==> src/rtl/serial_subtractor_if.sv <==
// Handshake and operand/result bundle for the bit-serial subtractor.
// Latency: none (wires only).
// Backpressure: none; start is only honoured while the subtractor is idle.
// Optional OVERFLOW_EN adds the ovf result bit.
interface serial_subtractor_if #(
  parameter int WIDTH = 4
);
  logic             start;
  logic [WIDTH-1:0] a;
  logic [WIDTH-1:0] b;
  logic             b_in;
  logic             busy;
  logic             done;
  logic [WIDTH-1:0] diff;
  logic             b_out;
`ifdef OVERFLOW_EN
  logic             ovf;
`endif

  // Requester side: drives operands, watches status/results.
  modport master (
    output start, a, b, b_in,
`ifdef OVERFLOW_EN
    input  ovf,
`endif
    input  busy, done, diff, b_out
  );

  // Subtractor side.
  modport slave (
    input  start, a, b, b_in,
`ifdef OVERFLOW_EN
    output ovf,
`endif
    output busy, done, diff, b_out
  );
endinterface

==> src/rtl/serial_subtractor.sv <==
// Bit-serial WIDTH-bit subtractor, diff = a - b - b_in, one bit per clock, LSB first.
// Latency: start accepted at edge N, done pulses in the cycle after edge N+WIDTH; one result per WIDTH+2 cycles.
// Backpressure: start is ignored while busy or done; no queuing. Macro OVERFLOW_EN adds signed overflow output ovf.
module serial_subtractor #(
  parameter int WIDTH = 4
) (
  input  logic             clk,
  input  logic             rst,
  serial_subtractor_if.slave bus
);

  localparam int CW = (WIDTH > 1) ? $clog2(WIDTH) : 1;
  localparam logic [CW-1:0] LAST_BIT = CW'(WIDTH - 1);

  typedef enum logic [1:0] {
    S_IDLE,
    S_SHIFT,
    S_DONE
  } state_t;

  state_t           r_state;
  logic [WIDTH-1:0] r_a;
  logic [WIDTH-1:0] r_b;
  logic [WIDTH-1:0] r_res;
  logic             r_br;
  logic [CW-1:0]    r_cnt;
  logic             r_busy;
  logic             r_done;
  logic [WIDTH-1:0] r_diff;
  logic             r_bout;
`ifdef OVERFLOW_EN
  logic             r_ovf;
`endif

  logic             w_a_bit;
  logic             w_b_bit;
  logic             w_d;
  logic             w_br_next;
  logic [WIDTH-1:0] w_res_next;

  // One full-subtractor cell on the current LSBs of the operand shift registers.
  assign w_a_bit    = r_a[0];
  assign w_b_bit    = r_b[0];
  assign w_d        = w_a_bit ^ w_b_bit ^ r_br;
  assign w_br_next  = (~w_a_bit & w_b_bit) | (~(w_a_bit ^ w_b_bit) & r_br);
  assign w_res_next = {w_d, r_res[WIDTH-1:1]};

  // Control FSM plus datapath; all outputs registered.
  always_ff @(posedge clk) begin
    if (rst) begin
      r_state <= S_IDLE;
      r_a     <= '0;
      r_b     <= '0;
      r_res   <= '0;
      r_br    <= 1'b0;
      r_cnt   <= '0;
      r_busy  <= 1'b0;
      r_done  <= 1'b0;
      r_diff  <= '0;
      r_bout  <= 1'b0;
`ifdef OVERFLOW_EN
      r_ovf   <= 1'b0;
`endif
    end else begin
      case (r_state)
        S_IDLE: begin
          if (bus.start) begin
            r_a     <= bus.a;
            r_b     <= bus.b;
            r_br    <= bus.b_in;
            r_cnt   <= '0;
            r_busy  <= 1'b1;
            r_state <= S_SHIFT;
          end
        end
        S_SHIFT: begin
          r_a   <= r_a >> 1;
          r_b   <= r_b >> 1;
          r_res <= w_res_next;
          r_br  <= w_br_next;
          r_cnt <= r_cnt + CW'(1);
          if (r_cnt == LAST_BIT) begin
            r_diff  <= w_res_next;
            r_bout  <= w_br_next;
`ifdef OVERFLOW_EN
            // On the last bit the operand LSBs are the original sign bits.
            r_ovf   <= (w_a_bit ^ w_b_bit) & (w_d ^ w_a_bit);
`endif
            r_busy  <= 1'b0;
            r_done  <= 1'b1;
            r_state <= S_DONE;
          end
        end
        S_DONE: begin
          r_done  <= 1'b0;
          r_state <= S_IDLE;
        end
        default: begin
          r_state <= S_IDLE;
        end
      endcase
    end
  end

  assign bus.busy  = r_busy;
  assign bus.done  = r_done;
  assign bus.diff  = r_diff;
  assign bus.b_out = r_bout;
`ifdef OVERFLOW_EN
  assign bus.ovf   = r_ovf;
`endif

endmodule
==> src/flat_wrapper.sv <==
// flat-port wrapper written by rule: the top's interface ports become plain ports
module serial_subtractor_flat 
#(
  parameter int WIDTH = 4
)
  (clk, rst, bus_start, bus_a, bus_b, bus_b_in, bus_busy, bus_done, bus_diff, bus_b_out);
  serial_subtractor_if #(.WIDTH(WIDTH)) bus_i ();
  input  logic clk;
  input  logic rst;
  input wire logic [$bits(bus_i.start)-1:0] bus_start;
  input wire logic [$bits(bus_i.a)-1:0] bus_a;
  input wire logic [$bits(bus_i.b)-1:0] bus_b;
  input wire logic [$bits(bus_i.b_in)-1:0] bus_b_in;
  output wire logic [$bits(bus_i.busy)-1:0] bus_busy;
  output wire logic [$bits(bus_i.done)-1:0] bus_done;
  output wire logic [$bits(bus_i.diff)-1:0] bus_diff;
  output wire logic [$bits(bus_i.b_out)-1:0] bus_b_out;
  assign bus_i.start = bus_start;
  assign bus_i.a = bus_a;
  assign bus_i.b = bus_b;
  assign bus_i.b_in = bus_b_in;
  assign bus_busy = bus_i.busy;
  assign bus_done = bus_i.done;
  assign bus_diff = bus_i.diff;
  assign bus_b_out = bus_i.b_out;
  serial_subtractor #(.WIDTH(WIDTH)) u_core (.clk(clk), .rst(rst), .bus(bus_i));
endmodule
==> config.mk <==
export PLATFORM = sky130hd
export DESIGN_NAME = serial_subtractor_flat
export DESIGN_NICKNAME = d
export VERILOG_FILES = /design/src/rtl/serial_subtractor_if.sv /design/src/rtl/serial_subtractor.sv /design/src/flat_wrapper.sv
export SDC_FILE = /design/constraint.sdc
export NUM_CORES = 1
export LEC_CHECK = 0
export CORE_MARGIN = 1
export CORE_UTILIZATION = 45
export CTS_CLUSTER_SIZE = 30
export DETAILED_ROUTE_END_ITERATION = 10
export HOLD_SLACK_MARGIN = 0.15
export PLACE_DENSITY = 0.73
export SLEW_MARGIN = 30
export SYNTH_ARGS = -nofsm -noshare
export SYNTH_HDL_FRONTEND = slang
export SYNTH_SLANG_ARGS = --single-unit
==> constraint.sdc <==
create_clock -name clk -period 1.45 [get_ports clk]
set_input_delay 0.3625 -clock clk [delete_from_list [all_inputs] [get_ports clk]]
set_output_delay 0.3625 -clock clk [all_outputs]
set_load 0.005 [all_outputs]
==> results of run 1 <==
## layer usage
layer / vias to the layer above / global-route usage [%]
li1: 418 / -
met1: 392 / 22.53
met2: 18 / 31.08
met3: 2 / 3.396
met4: 0 / 6.667
met5: - / 0
## power by group through the flow
stage               Clock (mW)  Sequential, mW  Combinational, mW
floorplan                    0           0.695              0.106
global placement             0           0.702              0.160
detailed placement           0           0.703              0.165
CTS                      0.292           0.689              0.169
global route             0.312           0.694              0.187
finish                   0.279           0.689              0.168
## worst min path at each step
stage / start / endpoint / slack (ps) / depth (start not counted)
finish: u_core.bus.diff[0]$_SDFFE_PP0P_ / u_core.bus.diff[0]$_SDFFE_PP0P_ / 460 / 2
global route: u_core.bus.diff[0]$_SDFFE_PP0P_ / u_core.bus.diff[0]$_SDFFE_PP0P_ / 480 / 2
CTS: u_core.bus.diff[0]$_SDFFE_PP0P_ / u_core.bus.diff[0]$_SDFFE_PP0P_ / 460 / 2
detailed placement: u_core.r_res[1]$_SDFFE_PP0P_ / u_core.r_res[1]$_SDFFE_PP0P_ / 450 / 2
global placement: u_core.bus.diff[2]$_SDFFE_PP0P_ / u_core.bus.diff[2]$_SDFFE_PP0P_ / 440 / 2
floorplan: rst / u_core.r_b[0]$_SDFFE_PP0P_ / 430 / 1
## cell type report
cell class | count | area, um^2 | area share (%)
well taps | 27 | 33.78 | 2.778
inverters | 4 | 15.01 | 1.235
flip-flops and latches | 23 | 471.7 | 38.79
clock buffers | 4 | 26.28 | 2.160
multi-input cells | 75 | 425.4 | 34.98
repair buffers | 26 | 244.0 | 20.06
## timing repair
action	4_1_cts	5_1_grt
resized for setup	14	2
hold buffers	0	0
buffers inserted	4	0
endpoints found under the setup margin	7	3
endpoints found under the hold margin	0	0
## sequential cells by signal (all words and copies together) (netlist names)
signal,count
u_core.bus.done,1
u_core.bus.b_out,1
u_core.r_res,3
u_core.r_br,1
u_core.bus.busy,1
u_core.r_b,4
u_core.bus.diff,4
u_core.r_cnt,2
u_core.r_a,4
u_core.r_state,2
## cells by family (layout without fill, tap and decap cells)
kind of cell	after synthesis	in the layout	synth area share, %
and+or+nand+nor	47	47	23.78
AOI/OAI and AO/OA	26	26	17.70
DFF	23	23	48.61
buffers and inverters	12	34	6.472
adders and majority gates	2	2	3.434
## cells in the mapped netlist
cell | number | area [um^2]
a2111oi_2 | 1 | 15.01
a211oi_1 | 2 | 15.01
a21oi_1 | 13 | 65.06
a22oi_1 | 1 | 7.510
a311oi_1 | 1 | 8.760
buf_2 | 1 | 5.000
buf_4 | 4 | 30.03
clkbuf_1 | 3 | 11.26
dfxtp_1 | 23 | 460.4
fa_1 | 1 | 20.02
ha_1 | 1 | 12.51
inv_1 | 4 | 15.01
nand2_1 | 10 | 37.54
nand2b_1 | 1 | 6.260
nand3_1 | 4 | 20.02
nand3b_1 | 3 | 22.52
nor2_1 | 21 | 78.83
nor2b_1 | 1 | 6.260
nor2b_4 | 1 | 13.76
nor4_1 | 5 | 31.28
o21ai_0 | 4 | 20.02
o21ba_2 | 1 | 10.01
o21bai_1 | 2 | 15.01
o221a_1 | 1 | 11.26
or3b_1 | 1 | 8.760
## critical path: stages
cell and delay [ps]:
clkdlybuf4s50_1 480, or3b_1 480, o221a_1 280
==> run metrics, run 1 <==
outcome=completed; worst hold path class=register to register; DRT antenna net count=0; Max Clk Rate=between 700 and 800 MHz; pre-CTS setup slack=-284.5 ps; RSZ-0062 raised after global routing=no; most common cell after layout, fill and taps aside=nor2_1; post-layout power=1.136 mW; reg2reg start=u_core.r_state[0]$_SDFFE_PP0P_; nature of the critical path endpoint=register; #FFs+latches synth=23; VDD IR max=414.3 uV; vias per cell=5.220; clk root buf=clkbuf_4; Startpoint Class=primary input; max layer used=met4; Avg WL per Cell=11.57 um; r2r worst-path depth=2; DRT iter0 DRCs=12; first-pass GRT wire length=2.891 mm; Combinational Power Share=14.7%; CP required=1650 ps; design area=1216 um^2; # port buffers=18; share of layout cells above drive strength 1=between 10% and 20%; Nets=147; r2r setup slk=150 ps; Netlist cell types=25; post-placement cell count=between 150 and 200; antenna violations before repair=0; metal3 WL=~93 um; final setup skew=roughly 4.1 ps; CTS sink count=23; Slew @ Worst Pin=328.8 ps; drc violations=0; CTS buffer count=3; Ys Warns=0; Tmin final=1410 ps; vias in the first global route=about 700; Metal-1 WL=854 um; htree depth=1; worst setup path startpoint=bus_start; static leakage=0.4897 nW; Clock Latency Late Sink=300 ps; Reg power frac=60.7%; Placed Area=1157 um^2; Layout area overhead=28.40%; largest net degree at the start of global routing=24; Net Sw Power=around 270 uW; RR Endpoint=u_core.r_br$_SDFFE_PP0P_; WP data arrival=around 1600 ps; worst setup path endpoint=u_core.r_br$_SDFFE_PP0P_; Site Rows=16; Starting Density=about half; MaxCap Viol Count=0; core box area=1962 um^2; WS Path Type=primary input to register; power per cell area=934.1 nW/um^2; Post-Syn Nets=124; final setup TNS=0 ps; Hold Violations, Final=0; relative slew slack=between 70% and 80%; GRT Util Overall=18.14%; post-route clock period utilization=97.24%; internal power=about 860 uW; final hold slack=458.8 ps; fin worst setup slack=~40 ps; die height=roughly 48 um; GRT Residual Overflow=0; TritonCTS clock tree=yes; cell count after synthesis=110; Netlist Area Pre-Place=~950 um^2; WL met2=879 um; Boundary Pins=19; Ant. Diodes=0; via count=830; Avg Cell Area, Syn=8.611 um^2; filler cell count in the final layout=193; sequential cell area fraction in the yosys report=~50%; Max Fanout on Critical Path=7; Post-Route WL=1.839 mm; die area=about 2300 um^2; Sw Share=24.11%; clock buffer depth=2; final core utilization=approximately three fifths; final setup violating endpoints=0; Pins Over Slew Limit=0; fin cells=159; width of the die=47.88 um; Clock Power Share=24.6%; routability cong.=0.8228; clk slew on worst S/H paths=approximately 110 ps; commonest cells after routing, fill and taps aside=nor2_1 (21), dfxtp_1 (14), a21oi_1 (13); DRT Pass-1 Iters=4; HPWL Detailed=1.308 mm
Note: power is estimated with default switching activity, not from simulation.
==> run 2, diff against run 1 <==
--- a/config.mk
+++ b/config.mk
@@ -5,12 +5,14 @@
 export SDC_FILE = /design/constraint.sdc
 export NUM_CORES = 1
 export LEC_CHECK = 0
+export CELL_PAD_IN_SITES_DETAIL_PLACEMENT = 1
+export CELL_PAD_IN_SITES_GLOBAL_PLACEMENT = 1
 export CORE_MARGIN = 1
-export CORE_UTILIZATION = 45
+export CORE_UTILIZATION = 36
 export CTS_CLUSTER_SIZE = 30
 export DETAILED_ROUTE_END_ITERATION = 10
 export HOLD_SLACK_MARGIN = 0.15
-export PLACE_DENSITY = 0.73
+export PLACE_DENSITY = 0.78
 export SLEW_MARGIN = 30
 export SYNTH_ARGS = -nofsm -noshare
 export SYNTH_HDL_FRONTEND = slang
==> run metrics, run 2 (synthesized netlist as in run 1, its figures left out) <==
DRT antenna net count=0 (unchanged); outcome=completed; MaxCap Viol Count=0 (unchanged); Startpoint Class=primary input; htree depth=1 (unchanged); multi-input logic area=427.9 um^2 (+0.59%); final setup violating endpoints=0 (unchanged); worst hold path class=register to register; Net Sw Power=300.5 uW (+9.7%); fin cells=162 (+1.9%); WP data arrival=1550 ps (-60 ps); Layout area overhead=28.80%; largest net degree at the start of global routing=24 (unchanged); fin worst setup slack=105.3 ps (+65.16 ps); post-placement cell count=156 (+3.3%); Sw Share=25.78% (+1.7 points); Avg WL per Cell=13.59 um (+18%); clock buffer depth=2 (unchanged); Site Rows=18 (+2); final core utilization=49.24% (-13 points); Max Clk Rate=743.6 MHz (+4.8%); core box area=2477 um^2 (+26%); CTS buffer count=3 (unchanged); most common cell after layout, fill and taps aside=nor2_1; Combinational Power Share=15.2% (+0.5 points); CP required=1660 ps (about the same); Reg area=469.2 um^2 (-0.53%); TritonCTS clock tree=yes; Clock Latency Late Sink=320 ps (+20 ps); width of the die=53.30 um (+11%); GRT Util Overall=18.05% (-0.093 points); clk slew on worst S/H paths=120 ps (about the same); Pins Over Slew Limit=0 (unchanged); final setup TNS=0 ps (unchanged); vias per cell=5.228 (+0.16%); Slew @ Worst Pin=320.5 ps (-8.269 ps); CTS sink count=23 (unchanged); commonest cells after routing, fill and taps aside=nor2_1 (21), dfxtp_1 (16), a21oi_1 (13); routability cong.=0.6860 (-17%); Hold Violations, Final=0 (unchanged); DRT iter0 DRCs=2 (-10); static leakage=0.4892 nW (-0.10%); GRT Residual Overflow=0 (unchanged); RSZ-0062 raised after global routing=no; Clock Power Share=25.8% (+1.2 points); hold-fix buffers at CTS=0 (unchanged); Post-Route WL=2.202 mm (+20%); first-pass GRT wire length=3.657 mm (+26%); Max Fanout on Critical Path=7 (unchanged); drc violations=0 (unchanged); Reg power frac=59.0% (-1.7 points); via count=847 (+2.0%); relative slew slack=78.59% (+0.55 points); VDD IR max=633.0 uV (+53%); Starting Density=38.23% (-10 points); # port buffers=18 (unchanged); post-route clock period utilization=92.74% (-4.5 points); die height=53.30 um (+11%); Tmin final=1345 ps (-65.16 ps); power per cell area=955.4 nW/um^2 (+2.3%); HPWL Detailed=1.587 mm (+21%); share of layout cells above drive strength 1=16.67% (-0.76 points); final setup skew=12.65 ps (+8.515 ps); vias in the first global route=851 (+18%); Ant. Diodes=0 (unchanged); nature of the critical path endpoint=register; Boundary Pins=19 (unchanged); DRT Pass-1 Iters=3 (-1); pre-CTS setup slack=-280.5 ps (+4.036 ps); filler cell count in the final layout=297 (+54%); WS Path Type=primary input to register; Nets=147 (unchanged); clk root buf=clkbuf_4; antenna violations before repair=0 (unchanged); internal power=865.0 uW (+0.32%); die area=2840 um^2 (+24%)
run 2: timing repair:
item,CTS,global route
setup buffers,2,0
setup endpoints to repair,7,1
cloned,0,0
gates resized for setup,14,1
run 2: cell type report:
| type | instances | share of cell area [%] |
|---|---|---|
| multi-input combinational | 75 | 35.08 |
| sequential | 23 | 38.46 |
| inverter | 4 | 1.231 |
| timing repair buffer | 26 | 20.00 |
| tap | 30 | 3.077 |
| clock buffer | 4 | 2.154 |
run 2: critical path, stage by stage:
cell and delay, ps:
clkdlybuf4s50_1 490, or3b_4 440, o221a_1 260
run 2: per-layer routing:
metal	GRT usage (%)	part of all wire, %	up-vias
li1	-	-	423
met1	20.48	48	408
met2	32.71	47	14
met3	6.034	3.7	2
met4	2.632	0.59	0
met5	0	0	-
run 2: final timing paths:
kind                                    from                         endpoint  slack [ps]  cells after the start
max                                bus_start         u_core.r_br$_SDFFE_PP0P_         110                      3
min          u_core.bus.diff[3]$_SDFFE_PP0P_  u_core.bus.diff[3]$_SDFFE_PP0P_         460                      2
max reg2reg   u_core.r_state[1]$_SDFFE_PP0P_    u_core.bus.b_out$_SDFFE_PP0P_         130                      4
min reg2reg  u_core.bus.diff[3]$_SDFFE_PP0P_  u_core.bus.diff[3]$_SDFFE_PP0P_         460                      2
run 2: power by group through the flow:
stage	clock, mW	sequential [mW]	combinational [mW]
final	0.301	0.687	0.177
after global placement	0	0.700	0.166
after floorplan	0	0.695	0.106
after CTS	0.309	0.688	0.177
after detailed placement	0	0.702	0.173
after global routing	0.341	0.692	0.197
run 2: metrics by stage:
stage	hold slack [ps]	instance area (um^2)	power, mW
2_1_floorplan	431.4	947.2	0.8003
3_3_place_gp	443.5	1176	0.8656
3_5_place_dp	447.7	1176	0.8750
4_1_cts	460.6	1217	1.173
5_1_grt	476.8	1220	1.230
6_report	456.7	1220	1.165
==> run 3, diff against run 2 <==
--- a/config.mk
+++ b/config.mk
@@ -12,6 +12,7 @@
 export CTS_CLUSTER_SIZE = 30
 export DETAILED_ROUTE_END_ITERATION = 10
 export HOLD_SLACK_MARGIN = 0.15
+export MAX_ROUTING_LAYER = met4
 export PLACE_DENSITY = 0.78
 export SLEW_MARGIN = 30
 export SYNTH_ARGS = -nofsm -noshare
==> run metrics, run 3 (synthesized netlist as in run 1, its figures left out) <==
worst hold path class=register to register; CTS buffer count=3 (unchanged); htree depth=1 (unchanged); beginning of the worst hold path=u_core.bus.diff[3]$_SDFFE_PP0P_; final setup violating endpoints=0 (unchanged); outcome=completed; Starting Density=38.23% (unchanged); Tmin final=1345 ps (+0.08100 ps); GRT Util Overall=18.51% (+0.46 points); WP data arrival=1550 ps (about the same); CP required=1660 ps (about the same); relative slew slack=78.59% (unchanged); Max Fanout on Critical Path=7 (unchanged); Clock Latency Late Sink=320 ps (about the same); Hold Violations, Final=0 (unchanged); drc violations=0 (unchanged); CTS sink count=23 (unchanged); multi-input logic area=427.9 um^2 (unchanged); first-pass GRT wire length=3.663 mm (+0.16%); clk slew on worst S/H paths=120 ps (about the same); design area=1220 um^2 (unchanged); final setup skew=12.65 ps (-0.0009000 ps); reg2reg start=u_core.r_state[1]$_SDFFE_PP0P_; Layout area overhead=28.80% (unchanged); max incr delay on CP=490 ps (about the same); Post-Route WL=2.202 mm (unchanged); antenna violations before repair=0 (unchanged); post-layout power=1.165 mW (about the same); die area=2840 um^2 (unchanged); Startpoint Class=primary input; GRT Residual Overflow=0 (unchanged); Site Rows=18 (unchanged); most common cell after layout, fill and taps aside=nor2_1; Pins Over Slew Limit=0 (unchanged); post-placement cell count=156 (unchanged); Hold Crit Depth=2 (unchanged); commonest cells after routing, fill and taps aside=nor2_1 (21), dfxtp_1 (16), a21oi_1 (13); DRT antenna net count=0 (unchanged); vias per cell=5.228 (unchanged); nature of the critical path endpoint=register; VDD IR max=633.0 uV (about the same); fin worst setup slack=105.2 ps (-0.08100 ps); critical path's top delay family=buffers and inverters; RSZ-0062 raised after global routing=no; Avg WL per Cell=13.59 um (unchanged); clk root buf=clkbuf_4; Placed Area=1176 um^2 (unchanged); # port buffers=18 (unchanged); Reg area=469.2 um^2 (unchanged); DRT Pass-1 Iters=3 (unchanged); largest net degree at the start of global routing=24 (unchanged); vias in the first global route=849 (-0.24%); WS Path Type=primary input to register; hold-fix buffers at CTS=0 (unchanged); routability cong.=0.6931 (+1.0%); core box area=2477 um^2 (unchanged); Nets=147 (unchanged); post-route clock period utilization=92.75% (about the same); critical path's slowest cell=clkdlybuf4s50_1; r2r setup slk=130 ps (about the same); WP buf/inv=1 (unchanged); share of layout cells above drive strength 1=16.67% (unchanged); final hold slack=456.7 ps (unchanged); final setup TNS=0 ps (unchanged); Max Clk Rate=743.6 MHz (about the same); worst-path cell chain=clkdlybuf4s50_1 > or3b_4 > o221a_1; width of the die=53.30 um (unchanged); die height=53.30 um (unchanged); clock buffer depth=2 (unchanged); RR Endpoint=u_core.bus.b_out$_SDFFE_PP0P_; via count=847 (unchanged); Worst Hold Path EP=u_core.bus.diff[3]$_SDFFE_PP0P_; TritonCTS clock tree=yes; MaxCap Viol Count=0 (unchanged); power per cell area=955.3 nW/um^2 (about the same); r2r worst-path depth=4 (unchanged); Ant. Diodes=0 (unchanged); fin cells=162 (unchanged); Boundary Pins=19 (unchanged); HPWL Detailed=1.587 mm (unchanged); static leakage=0.4892 nW (unchanged); filler cell count in the final layout=297 (unchanged); final core utilization=49.24% (unchanged); DRT iter0 DRCs=2 (unchanged); Slew @ Worst Pin=320.5 ps (unchanged); pre-CTS setup slack=-280.5 ps (unchanged)
-- run 3: worst reg2reg max path, cell delays in order (launching register included) --
cell and delay (ps):
dfxtp_1 400, buf_4 180, nor2b_4 260, a21oi_1 110, a311oi_1 260
-- run 3: cell type report --
type,instances,area share [%]
flip-flops and latches,23,38.46
multi-input cells,75,35.08
repair buffers,26,20.00
well taps,30,3.077
clock buffers,4,2.154
inverters,4,1.231
-- run 3: worst max-delay path by stage --
stage                                               from                         endpoint  slack [ps]  cells after the start
after floorplan             u_core.r_cnt[0]$_SDFFE_PP0P_  u_core.bus.diff[1]$_SDFFE_PP0P_         260                      5
after global placement                         bus_start         u_core.r_br$_SDFFE_PP0P_        -270                      3
after detailed placement                       bus_start         u_core.r_br$_SDFFE_PP0P_        -280                      3
after CTS                                      bus_start         u_core.r_br$_SDFFE_PP0P_          50                      3
after global routing      u_core.r_state[1]$_SDFFE_PP0P_    u_core.bus.b_out$_SDFFE_PP0P_          30                      4
final                                          bus_start         u_core.r_br$_SDFFE_PP0P_         110                      3
-- run 3: power breakdown --
group | switching, mW | total (mW) | internal, mW
registers | 0.0217 | 0.687 | 0.666
logic | 0.0854 | 0.177 | 0.0917
clock network | 0.193 | 0.301 | 0.107
-- run 3: per-layer routing --
layer,vias to the layer above,GRT usage (%),share of wire [%]
li1,423,-,-
met1,408,20.48,48
met2,14,32.71,47
met3,2,6.034,3.7
met4,0,2.632,0.59
met5,-,-,0
-- run 3: what timing repair did --
action / 4_1_cts / 5_1_grt
buffers inserted: 2 / 0
resized for setup: 14 / 1
endpoints found under the setup margin: 7 / 1
